File: src/rtl/load_store_unit_pkg.sv
// Shared definitions for the load/store unit: data width, FSM encoding,
// RV32I funct3 width codes and the access legality check.
package load_store_unit_pkg;

    localparam int unsigned DATA_WIDTH = 32;

    typedef enum logic [1:0] {
        StIdle,
        StReq,
        StResp,
        StDone
    } lsu_state_e;

    localparam logic [2:0] F3_BYTE   = 3'b000;
    localparam logic [2:0] F3_HALF   = 3'b001;
    localparam logic [2:0] F3_WORD   = 3'b010;
    localparam logic [2:0] F3_BYTE_U = 3'b100;
    localparam logic [2:0] F3_HALF_U = 3'b101;

    // Unsigned widths exist only for loads; halves need even, words need aligned addresses.
    function automatic logic access_legal(input logic       is_load,
                                          input logic [2:0] funct3,
                                          input logic [1:0] offset);
        logic ok;
        case (funct3)
            F3_BYTE:   ok = 1'b1;
            F3_HALF:   ok = !offset[0];
            F3_WORD:   ok = (offset == 2'b00);
            F3_BYTE_U: ok = is_load;
            F3_HALF_U: ok = is_load && !offset[0];
            default:   ok = 1'b0;
        endcase
        return ok;
    endfunction

endpackage

File: src/rtl/load_align.sv
// Extracts the addressed byte/halfword from a read word and sign- or
// zero-extends it according to funct3. Purely combinational.
module load_align
    import load_store_unit_pkg::*;
(
    input  logic [DATA_WIDTH-1:0] rdata,
    input  logic [1:0]            offset,
    input  logic [2:0]            funct3,
    output logic [DATA_WIDTH-1:0] data
);

    logic [7:0]  byte_sel;
    logic [15:0] half_sel;

    // Lane selection followed by width/sign extension.
    always_comb begin
        case (offset)
            2'b00:   byte_sel = rdata[7:0];
            2'b01:   byte_sel = rdata[15:8];
            2'b10:   byte_sel = rdata[23:16];
            default: byte_sel = rdata[31:24];
        endcase
        half_sel = offset[1] ? rdata[31:16] : rdata[15:0];
        case (funct3)
            F3_BYTE:   data = {{(DATA_WIDTH - 8){byte_sel[7]}}, byte_sel};
            F3_HALF:   data = {{(DATA_WIDTH - 16){half_sel[15]}}, half_sel};
            F3_BYTE_U: data = {{(DATA_WIDTH - 8){1'b0}}, byte_sel};
            F3_HALF_U: data = {{(DATA_WIDTH - 16){1'b0}}, half_sel};
            default:   data = rdata;
        endcase
    end

endmodule

File: src/rtl/load_store_unit.sv
// Load/store unit: accepts one memory op from EX/MEM, runs a req/gnt and
// rvalid handshake on the data bus, and returns the extended load result.
module load_store_unit
    import load_store_unit_pkg::*;
(
    input  logic                  clk,
    input  logic                  rst,
    input  logic                  ex_valid_i,
    input  logic                  mem_read_i,
    input  logic                  mem_write_i,
    input  logic [2:0]            mem_funct3_i,
    input  logic [DATA_WIDTH-1:0] addr_i,
    input  logic [DATA_WIDTH-1:0] store_data_i,
    output logic                  dmem_req_o,
    output logic                  dmem_we_o,
    output logic [DATA_WIDTH-1:0] dmem_addr_o,
    output logic [3:0]            dmem_be_o,
    output logic [DATA_WIDTH-1:0] dmem_wdata_o,
    input  logic                  dmem_gnt_i,
    input  logic                  dmem_rvalid_i,
    input  logic [DATA_WIDTH-1:0] dmem_rdata_i,
    output logic [DATA_WIDTH-1:0] load_data_o,
    output logic                  done_o,
    output logic                  stall_o,
    output logic                  access_err_o
);

    lsu_state_e            state_q, state_d;
    logic                  accept, legal;
    logic                  is_load_q;
    logic [2:0]            funct3_q;
    logic [DATA_WIDTH-1:0] addr_q, wdata_q, load_data_q, aligned_data;
    logic                  err_q;
    logic [3:0]            lane_be;

    assign accept = ex_valid_i && (mem_read_i || mem_write_i);
    // A set mem_read_i wins when both op bits are raised.
    assign legal  = access_legal(mem_read_i, mem_funct3_i, addr_i[1:0]);

    load_align u_load_align (
        .rdata  (dmem_rdata_i),
        .offset (addr_q[1:0]),
        .funct3 (funct3_q),
        .data   (aligned_data)
    );

    // FSM state register.
    always_ff @(posedge clk) begin
        if (rst) state_q <= StIdle;
        else     state_q <= state_d;
    end

    // Captures the accepted op, the error pulse and completed load data.
    always_ff @(posedge clk) begin
        if (rst) begin
            is_load_q   <= 1'b0;
            funct3_q    <= 3'b000;
            addr_q      <= '0;
            wdata_q     <= '0;
            load_data_q <= '0;
            err_q       <= 1'b0;
        end else begin
            err_q <= (state_q == StIdle) && accept && !legal;
            if (state_q == StIdle && accept) begin
                is_load_q <= mem_read_i;
                funct3_q  <= mem_funct3_i;
                addr_q    <= addr_i;
                wdata_q   <= store_data_i;
            end
            if (state_q == StResp && dmem_rvalid_i) load_data_q <= aligned_data;
        end
    end

    // Next-state logic; gnt and rvalid only matter in their own states.
    always_comb begin
        state_d = state_q;
        unique case (state_q)
            StIdle: if (accept && legal) state_d = StReq;
            StReq:  if (dmem_gnt_i) state_d = is_load_q ? StResp : StDone;
            StResp: if (dmem_rvalid_i) state_d = StDone;
            StDone: state_d = StIdle;
            default: state_d = StIdle;
        endcase
    end

    // Byte enables and lane-replicated store data from the registered op.
    always_comb begin
        case (funct3_q[1:0])
            2'b00: begin
                lane_be      = 4'b0001 << addr_q[1:0];
                dmem_wdata_o = {4{wdata_q[7:0]}};
            end
            2'b01: begin
                lane_be      = addr_q[1] ? 4'b1100 : 4'b0011;
                dmem_wdata_o = {2{wdata_q[15:0]}};
            end
            default: begin
                lane_be      = 4'b1111;
                dmem_wdata_o = wdata_q;
            end
        endcase
    end

    // FSM outputs.
    always_comb begin
        dmem_req_o = 1'b0;
        dmem_we_o  = 1'b0;
        dmem_be_o  = 4'b0000;
        stall_o    = 1'b0;
        done_o     = 1'b0;
        unique case (state_q)
            StIdle: stall_o = accept && legal;
            StReq: begin
                dmem_req_o = 1'b1;
                dmem_we_o  = !is_load_q;
                dmem_be_o  = lane_be;
                stall_o    = 1'b1;
            end
            StResp: stall_o = 1'b1;
            StDone: done_o  = 1'b1;
            default: ;
        endcase
    end

    assign dmem_addr_o  = {addr_q[DATA_WIDTH-1:2], 2'b00};
    assign load_data_o  = load_data_q;
    assign access_err_o = err_q;

endmodule

File: config.mk
export PLATFORM = sky130hd
export DESIGN_NAME = load_store_unit
export DESIGN_NICKNAME = d
export VERILOG_FILES = /design/src/rtl/load_store_unit_pkg.sv /design/src/rtl/load_align.sv /design/src/rtl/load_store_unit.sv
export SDC_FILE = /design/constraint.sdc
export NUM_CORES = 1
export LEC_CHECK = 0
export CAP_MARGIN = 25
export CORE_UTILIZATION = 45
export DETAILED_ROUTE_END_ITERATION = 8
export GPL_TIMING_DRIVEN = 1
export PLACE_DENSITY_LB_ADDON = 0.08
export SLEW_MARGIN = 20
export SYNTH_ARGS = -nofsm -noshare
export SYNTH_HDL_FRONTEND = slang
export SYNTH_HIERARCHICAL = 1
export SYNTH_SLANG_ARGS = --single-unit
File: constraint.sdc
create_clock -name clk -period 3.4 [get_ports clk]
set_input_delay 0.51 -clock clk [delete_from_list [all_inputs] [get_ports clk]]
set_output_delay 0.51 -clock clk [all_outputs]
set_load 0.01 [all_outputs]
==> impl.org, run 1 <==
** Finish
- Share of layout cells above drive strength 1 :: 0.06050
- After filler insertion, the fill cell instance count of the layout stands at 957.
- Once layout is complete, the cells apart from fillers number 983.
- Measured on the finished design, the core utilization comes to 0.6604.
- After the last flow step, the layout net total stands at 949.
- Compared with the post-synthesis result, the final layout area differs by 40.94%.
- 0 antenna diodes ended up in the layout.

** STA
- On the final layout, the worst clock skew is 0.006136 ns.
- At the pin with the least slew margin, the transition time is 0.7326 ns.
- The number of pins exceeding their max-slew limit in the final report came to 0.
- Setup repair after global routing left no endpoint under its margin.
- Adding up every negative setup slack in the final design gives 0 ns.
- Portion of the clock cycle consumed by the worst path in the final layout :: 0.8571
- Final setup violating endpoints :: 0
- Time the worst path needs with I/O delays and setup :: 2.914 ns
- Fmax :: 343.1 MHz
- Final count of hold timing violations :: 0
- In this run the tightest slew margin relative to its limit is 0.5098.

** Clock tree
- The clock net in this run drives a total of 103 sinks.
- Buffers inserted to repair hold after CTS numbered 0.
- Counting the buffers created by CTS gives 9.
- Clock-pin slew was measured on the worst setup and hold paths at 0.07 ns.
- Clock tree root driver cell :: sky130_fd_sc_hd__clkbuf_16
- Max clock buf depth :: 2
- Clock network latency to the later pin of the worst-skew pair :: 0.35 ns
- Setup Fix Bufs, Post-CTS :: 0
- Number of levels the H-tree was split into :: 3
- PostCTS Resize Cnt :: 0
- TritonCTS built the clock tree.

** Detailed routing
- Vias per std cell :: 5.063
- Routed wire per std cell :: 14.95 um
- For this block, the initial DRC count from the detailed router was 244.
- In this run the remaining antenna-violating nets after routing total 0.
- Summed over all layers, the routed wires come to 14700 um.
- The pre-antenna-repair detailed-routing pass consisted of 5 iterations.
- For this run, design rule violations remaining after detail routing come to 0.
- Count of vias placed by the detailed router :: 4977

** Yosys
- Cell types occupying the most area after synthesis :: sky130_fd_sc_hd__dfxtp_1 40%, sky130_fd_sc_hd__nand2_1 18%, sky130_fd_sc_hd__a21oi_1 10%
- The largest total area in the synthesized netlist belongs to sky130_fd_sc_hd__dfxtp_1.
- Dominant register cell in the synthesized netlist :: sky130_fd_sc_hd__dfxtp_1
- YS warnings :: 6
- The number of different library cells used by synthesis comes to 36.
- Post-synthesis instance area :: 5146 sq um
- Synth top area share :: 0.4007
- Async S/R FF share, synth :: 0
- Post-synthesis instance total :: 698
- After synthesis, the mean cell area works out to 7.373 sq um.
- EDFF count, synth :: 0
- The share of the Yosys chip area taken by registers is 0.4007.
- Seq cells post-synth :: 103

** GRT
- First-pass GRT wire length :: 23120 um
- Number of global-route vias before repair :: 4712
- The total overflow left after global routing is 0.
- The number of antenna violations at the first check in global routing came to 0.
- Entering global routing, the biggest net connects 104 pins.
- Across every metal layer, demand over resource in global routing totals 0.2513.

** Hold path
- In this run the worst hold path is classified as reg2reg.

** Floorplanning
- The die covers 11870 sq um.
- Placement row count :: 38
- Initial standard-cell utilization of the core :: 0.4686
- 211 I/O pins were placed.
- DIE WIDTH :: 108.9 um
- The total area inside the core boundary comes to 10980 sq um.
- The die is 108.9 um tall.

** Worst setup path
- The critical path goes through nor2_1 > mux2_2 > clkdlybuf4s50_1.
- For this run, the slowest stage of the critical path takes 0.65 ns.
- Startpoint class of the critical path :: register
- Family with the most delay on the worst path :: simple AND/OR/NAND/NOR gates
- Largest fanout on the critical path :: 10
- WP buf/inv :: 1
- For the worst setup path, the data required time is 2.89 ns.
- Arrival time reported for the critical path endpoint :: 2.40 ns
- STA classifies the critical path endpoint as an output pin.
- The worst setup path is of the reg2out kind.
- Slowest cell on the critical path :: sky130_fd_sc_hd__nor2_1

** Place
- Half-perimeter wire length after placement :: 10340 um
- Post-placement cell count :: 966
- Count of input and output buffers :: 208
- RD Place Congestion :: 0.7978

** Power
- Part of the total power dissipated in combinational logic :: 0.282
- Of the total power, the clock network draws 0.296.
- Total power density per cell area :: 441.7 nW/um^2
- For this design the total switching power over the nets is 0.0009602 W.
- For this design the static power due to leakage is 2.639 nW.
- Sequential share of power :: 0.422
- Across the VDD grid, the largest voltage drop is 0.4055 mV.
- Of the total power, the share spent switching nets is 0.2997.
- Internal power contribution :: 0.002244 W

** Status
- The run finished with clean final reports.

** Flow run
- Max cap viols :: 0
-- placed cells by master, fill, tap and decap left out, types with 2 or more instances in the layout --
cell and count:
sky130_fd_sc_hd__ha_1 5, sky130_fd_sc_hd__dfxtp_1 102, sky130_fd_sc_hd__o21ai_1 4, sky130_fd_sc_hd__nand2b_1 7
sky130_fd_sc_hd__a21oi_1 104, sky130_fd_sc_hd__a221o_1 9, sky130_fd_sc_hd__o211ai_2 2, sky130_fd_sc_hd__o21a_1 3
sky130_fd_sc_hd__nand2_1 242, sky130_fd_sc_hd__clkbuf_16 9, sky130_fd_sc_hd__mux2_2 17, sky130_fd_sc_hd__nand3_1 3
sky130_fd_sc_hd__o21ai_0 34, sky130_fd_sc_hd__clkinv_4 2, sky130_fd_sc_hd__buf_4 10, sky130_fd_sc_hd__clkbuf_1 2
sky130_fd_sc_hd__conb_1 2, sky130_fd_sc_hd__inv_1 7, sky130_fd_sc_hd__nor2b_1 25, sky130_fd_sc_hd__clkdlybuf4s50_1 207
sky130_fd_sc_hd__a22oi_1 7, sky130_fd_sc_hd__clkinv_2 2, sky130_fd_sc_hd__nor3_1 3, sky130_fd_sc_hd__mux2i_1 9
sky130_fd_sc_hd__or3_1 2, sky130_fd_sc_hd__nand2_2 2, sky130_fd_sc_hd__nor2_1 7
-- logic make-up (layout without fill, tap and decap cells) --
kind of cell / Yosys count / in the layout / share of synthesized area
multiplexers: 26 / 26 / 0.05470
adder cells (fa/ha/maj): 5 / 5 / 0.01216
buffers and inverters: 97 / 241 / 0.1065
flip-flops: 103 / 103 / 0.4007
other: 1 / 2 / 0.0007287
AND/OR/NAND/NOR: 295 / 295 / 0.2363
AO/OA/AOI/OAI: 171 / 171 / 0.1889
-- tightest hold or removal path: stages, from the launching register on --
cell and delay (ns):
sky130_fd_sc_hd__dfxtp_1 0.31, sky130_fd_sc_hd__nand2_1 0.05, sky130_fd_sc_hd__a21oi_1 0.05
-- per-stage QoR --
stage / power (W) / setup slack, ns / instance area (sq um) / hold WS [ns]
5_1_grt: 0.003380 / 0.3710 / 7253 / 0.4715
3_5_place_dp: 0.002274 / 0.4983 / 6955 / 0.4462
3_3_place_gp: 0.002255 / 0.5421 / 6955 / 0.4388
2_1_floorplan: 0.001907 / 1.483 / 5150 / 0.4329
6_report: 0.003204 / 0.4858 / 7253 / 0.4531
4_1_cts: 0.003223 / 0.4709 / 7223 / 0.4550
-- cell type report --
type                            count  area (sq um)  area share
Clock buffer                       11         232.7     0.03209
Multi-Input combinational cell    499          2546      0.3510
Timing Repair Buffer              218          2175      0.2998
Tap cell                          140         175.2     0.02415
Clock inverter                      5         35.03    0.004830
Inverter                            7         26.28    0.003623
Sequential cell                   103          2063      0.2845
-- cell usage after synthesis (2+ instances only) --
cell type / number
sky130_fd_sc_hd__nor2_1: 7
sky130_fd_sc_hd__or3_1: 2
sky130_fd_sc_hd__buf_2: 9
sky130_fd_sc_hd__dfxtp_1: 103
sky130_fd_sc_hd__a221o_1: 9
sky130_fd_sc_hd__nor2b_1: 25
sky130_fd_sc_hd__buf_6: 2
sky130_fd_sc_hd__clkbuf_1: 30
sky130_fd_sc_hd__nand3_1: 3
sky130_fd_sc_hd__o21ai_0: 34
sky130_fd_sc_hd__o21ai_1: 4
sky130_fd_sc_hd__mux2_2: 17
sky130_fd_sc_hd__o21a_1: 3
sky130_fd_sc_hd__buf_4: 42
sky130_fd_sc_hd__a22oi_1: 7
sky130_fd_sc_hd__nand2b_1: 7
sky130_fd_sc_hd__o211ai_2: 2
sky130_fd_sc_hd__nand2_1: 244
sky130_fd_sc_hd__inv_1: 7
sky130_fd_sc_hd__a21oi_1: 104
sky130_fd_sc_hd__buf_1: 7
sky130_fd_sc_hd__ha_1: 5
sky130_fd_sc_hd__nor3_1: 3
sky130_fd_sc_hd__and2_1: 2
sky130_fd_sc_hd__mux2i_1: 9
-- path summary, 6_finish.rpt --
path | start | to | slack, ns | cells after the start
setup / recovery | funct3_q[0]$_SDFFE_PP0P_ | dmem_wdata_o[15] | 0.49 | 3
hold / removal | load_data_o[18]$_SDFFE_PP0P_ | load_data_o[18]$_SDFFE_PP0P_ | 0.45 | 2
setup reg to reg | funct3_q[0]$_SDFFE_PP0P_ | load_data_o[4]$_SDFFE_PP0P_ | 1.07 | 7
hold reg to reg | load_data_o[18]$_SDFFE_PP0P_ | load_data_o[18]$_SDFFE_PP0P_ | 0.45 | 2
-- routing by layer --
layer | wire (um) | GRT usage | share of wire
met5 | 0 | 0 | 0
met4 | 264 | 0.08012 | 0.018
met3 | 1216 | 0.09145 | 0.083
met2 | 7265 | 0.4353 | 0.49
met1 | 5952 | 0.2851 | 0.40
-- sequential cells by signal (all words and copies together) (netlist names) --
name / count
state_q: 2
wdata_q: 32
is_load_q: 1
access_err_o: 1
addr_q: 32
funct3_q: 3
load_data_o: 32
-- power by group through the flow --
stage / Sequential, W / Clock (W) / Combinational, W
after global placement: 0.00137 / 0 / 0.000881
after global routing: 0.00136 / 0.00103 / 0.000987
final: 0.00135 / 0.000949 / 0.000903
after floorplan: 0.00136 / 0 / 0.000543
after CTS: 0.00135 / 0.000970 / 0.000900
after detailed placement: 0.00138 / 0 / 0.000894
Note: power is estimated with default switching activity, not from simulation.
==> run 2, diff against run 1 <==
ABC_AREA = 1   (was default)
CORE_UTILIZATION = 47   (was 45)
==> run 2 against run 1 <==
Against the previous run: clock-buffer cell count unchanged; largest power group is now combinational cells; register-to-register slack better by 0.11 ns; critical path depth up 1; maximum frequency down 3.4%; first-iteration DRC count up 43%.
==> impl.org, run 2 <==
** Floorplanning
- The core footprint is 10890 sq um (-0.87%).
- The site row count is 38 (unchanged).
- The initial core utilization is 0.4866 (+0.01800).
- The chip height came to 108.2 um (-0.71%).
- The chip width was 108.2 um (-0.71%).
- The number of placed I/O pins is 211 (unchanged).
- The die footprint was 11700 sq um (-1.4%).

** STA
- Final count of hold timing violations :: 0 (unchanged)
- Final setup violating endpoints :: 0 (unchanged)
- Setup repair after global routing left no endpoint under its margin.
- Portion of the clock cycle consumed by the worst path in the final layout :: 0.8875 (+0.03040)
- The maximum clock frequency was 331.4 MHz (-3.4%).
- Slew HR :: 0.4613 (-0.04852)
- The worst-case clock skew was 0.007625 ns (+0.001488 ns).
- Fin Setup TNS :: 0 ns (unchanged)
- Number of max-slew violations in the final report :: 0 (unchanged)
- The final critical-path required period is 3.018 ns (+0.1034 ns).
- Actual slew at the worst max-slew pin :: 0.8072 ns (+0.07460 ns)

** Detailed routing
- The detail-routed net length per standard cell came to 14.84 um (-0.76%).
- Iter 0 DRT Violations :: 349 (+43%)
- The detailed-router iteration count before antenna repair came to 4 (-1).
- Vias per std cell :: 5.152 (+1.8%)
- Final antenna-violating net count :: 0 (unchanged)
- Total detailed-routing wirelength :: 15140 um (+3.0%)
- The DRC violation count after routing was 0 (unchanged).
- The vias after detailed routing came to 5255 (+5.6%).

** Yosys
- Yosys top cell by area :: sky130_fd_sc_hd__dfxtp_1
- YS warnings :: 6 (unchanged)
- Dominant register cell in the synthesized netlist :: sky130_fd_sc_hd__dfxtp_1
- Most instantiated library cell after synthesis :: sky130_fd_sc_hd__nand2_1
- Ranked by instance count, the synthesized netlist is headed by 154 x sky130_fd_sc_hd__nand2_1, 103 x sky130_fd_sc_hd__dfxtp_1, 87 x sky130_fd_sc_hd__a21oi_1.
- Proportion of synthesized chip area in sequential cells :: 0.3892 (-0.01145)
- Cell types occupying the most area after synthesis :: sky130_fd_sc_hd__dfxtp_1 39%, sky130_fd_sc_hd__nand2_1 11%, sky130_fd_sc_hd__a21oi_1 8.2%
- EDFF count, synth :: 0 (unchanged)
- The count of cell types in the netlist is 31 (-14%).
- Seq cells post-synth :: 103 (unchanged)
- The fraction of registers with async set/reset is 0 (unchanged).
- The fraction of post-synthesis cell area in the top cell type by area was 0.3892 (-0.01145).
- The average size of a mapped cell is 7.208 sq um (-2.2%).
- Post-synthesis instance area :: 5298 sq um (+2.9%)
- Post-synthesis instance total :: 735 (+5.3%)

** Hold path
- Worst min path class :: reg2reg

** Worst setup path
- The worst path required time is 2.89 ns (about the same).
- Slowest cell on the critical path :: sky130_fd_sc_hd__clkdlybuf4s50_1
- STA classifies the critical path endpoint as an output pin.
- STA classifies the critical path startpoint as a register.
- Register-to-register setup slack :: 1.18 ns (+0.11 ns)
- Largest fanout on the critical path :: 36 (+26)
- The delay of the slowest cell on the worst path was 0.58 ns (-0.07 ns).
- Arrival time reported for the critical path endpoint :: 2.51 ns (+0.11 ns)
- Worst setup path category :: reg2out
- Walking the worst path, the cells encountered are buf_4 > inv_1 > a21oi_1 > clkdlybuf4s50_1.

** Clock tree
- The H-tree level count is 3 (unchanged).
- Clock tree from TritonCTS :: built
- Max clock buf depth :: 2 (unchanged)
- Post-CTS Hold Buffers :: 0 (unchanged)
- Clock slew at reported path FFs :: 0.10 ns (+0.03 ns)
- Setup Fix Bufs, Post-CTS :: 0 (unchanged)
- Clock network latency to the later pin of the worst-skew pair :: 0.38 ns (+0.03 ns)
- PostCTS Resize Cnt :: 0 (unchanged)
- The cell sitting at the root of the clock tree is a sky130_fd_sc_hd__clkbuf_8.
- Number of clock sinks seen by CTS :: 103 (unchanged)
- The number of buffers created by CTS came to 9 (unchanged).

** Status
- The flow ran to the end, and the final reports show no timing, DRC or antenna violations.

** Power
- Leakage component of the power :: 2.778 nW (+5.3%)
- The maximum resistive drop on vdd came to 0.3999 mV (-1.4%).
- Total power density per cell area :: 575.9 nW/um^2 (+30%)

** Place
- Placed standard-cell area :: 7015 sq um (+0.86%)
- The count of input and output buffers is 208 (unchanged).
- Half-perimeter wire length after placement :: 11150 um (+7.9%)
- The number of cells in the design after placement came to 1004 (+3.9%).
- RD Place Congestion :: 0.9516 (+19%)

** GRT
- The layer flagged by global routing as most heavily used is met2.
- The met3 track utilization from global routing is 0.06691 (-0.02454).
- Global routing met2 resource utilization :: 0.4418 (+0.006455)
- Number of global-route vias before repair :: 4897 (+3.9%)
- Overall fraction of global-route tracks in use :: 0.2592 (+0.007911)
- The largest net degree at the start of global routing was 52 (-50%).
- Overflow left after global routing :: 0 (unchanged)
- First-pass GRT wire length :: 23500 um (+1.6%)
- Met1 global-route usage :: 0.3127 (+0.02763)
- The number of antenna violations at the first check in global routing came to 0 (unchanged).

** Finish
- The library cell used most frequently in the layout, excluding fill and tap cells, is sky130_fd_sc_hd__clkdlybuf4s50_1.
- Total inserted antenna cells :: 0 (unchanged)
- Fillcell total :: 997 (+4.2%)
- Final standard cell count with taps included and fillers excluded :: 1020 (+3.8%)
- The final-stage net count is 986 (+3.9%).
- Final Cell Area :: 7223 sq um (-0.41%)
- The layout cell share with drive strength beyond 1 is 0.09545 (+0.03496).
- Leading cell types in the layout, fill and taps excluded :: 207 x sky130_fd_sc_hd__clkdlybuf4s50_1, 154 x sky130_fd_sc_hd__nand2_1, 102 x sky130_fd_sc_hd__dfxtp_1
- Area delta synth->final :: 36.35%

** Flow run
- Max cap viols :: 0 (unchanged)
[run 2: changes by cell type after synthesis, sizes merged, moves of 8 or more]
cell / delta
mux2i: -9
o221ai: +8
nor2: +73
inv: +52
o21ai: +43
nand2: -78
a221o: -9
nor2b: -25
nand3: +25
mux2: -17
buf: +10
clkbuf: -13
[run 2: report_power, final]
| part | internal (W) | total, W | switching, W | leakage (nW) |
|---|---|---|---|---|
| Combinational | 0.000827 | 0.00182 | 0.000996 | 1.83 |
| Clock | 0.000380 | 0.000812 | 0.000433 | 0.105 |
| Sequential | 0.00139 | 0.00152 | 0.000130 | 0.843 |
[run 2: path summary, 6_finish.rpt]
| path | from | end | cells past startpoint |
|---|---|---|---|
| worst max-delay path | funct3_q[1]$_SDFFE_PP0P_ | dmem_be_o[2] | 4 |
| worst min-delay path | addr_q[16]$_SDFFE_PP0P_ | addr_q[16]$_SDFFE_PP0P_ | 2 |
| worst max register to register | state_q[0]$_SDFFE_PP0P_ | wdata_q[4]$_SDFFE_PP0P_ | 6 |
| worst min register to register | addr_q[16]$_SDFFE_PP0P_ | addr_q[16]$_SDFFE_PP0P_ | 2 |
[run 2: logic make-up (layout without fill, tap and decap cells)]
group | Yosys count | count (layout) | share of synthesized area
AND/OR/NAND/NOR | 278 | 278 | 0.2308
AO/OA/AOI/OAI | 202 | 202 | 0.2140
buffers and inverters | 146 | 290 | 0.1535
flip-flops | 103 | 103 | 0.3892
adder cells (fa/ha/maj) | 5 | 5 | 0.01181
other | 1 | 2 | 0.0007079
[run 2: area by class of cell]
| cell class | instances | area [sq um] | share of cell area |
|---|---|---|---|
| clock buffers | 11 | 151.4 | 0.02096 |
| clock inverters | 5 | 56.30 | 0.007795 |
| inverters | 59 | 221.5 | 0.03066 |
| multi-input cells | 487 | 2426 | 0.3359 |
| flip-flops and latches | 103 | 2063 | 0.2856 |
| well taps | 140 | 175.2 | 0.02425 |
| repair buffers | 215 | 2130 | 0.2948 |
[run 2: layer usage]
metal | wire length [um] | share of wire | vias up
li1 | - | - | 2607
met2 | 7234 | 0.48 | 210
met5 | 0 | 0 | -
met3 | 1301 | 0.086 | 22
met1 | 6333 | 0.42 | 2416
met4 | 267 | 0.018 | 0
[run 2: worst max-delay path: cells and delay by family, from the launching register on]
| family | cells | cell delay [ns] |
|---|---|---|
| compound gates | 1 | 0.29 |
| buf+inv | 3 | 1.31 |
| flops | 1 | 0.52 |
[run 2: per-stage QoR]
step / total power (W) / setup WS, ns / utilization / hold slack [ns]
final: 0.004160 / 0.3824 / 0.6634 / 0.4670
after global routing: 0.004421 / 0.2260 / 0.6634 / 0.4928
after CTS: 0.004179 / 0.3827 / 0.6634 / 0.4692
after detailed placement: 0.003370 / 0.8050 / 0.6443 / 0.4558
after global placement: 0.003334 / 0.8296 / 0.6443 / 0.4527
after floorplan: 0.002744 / 1.842 / - / 0.4291
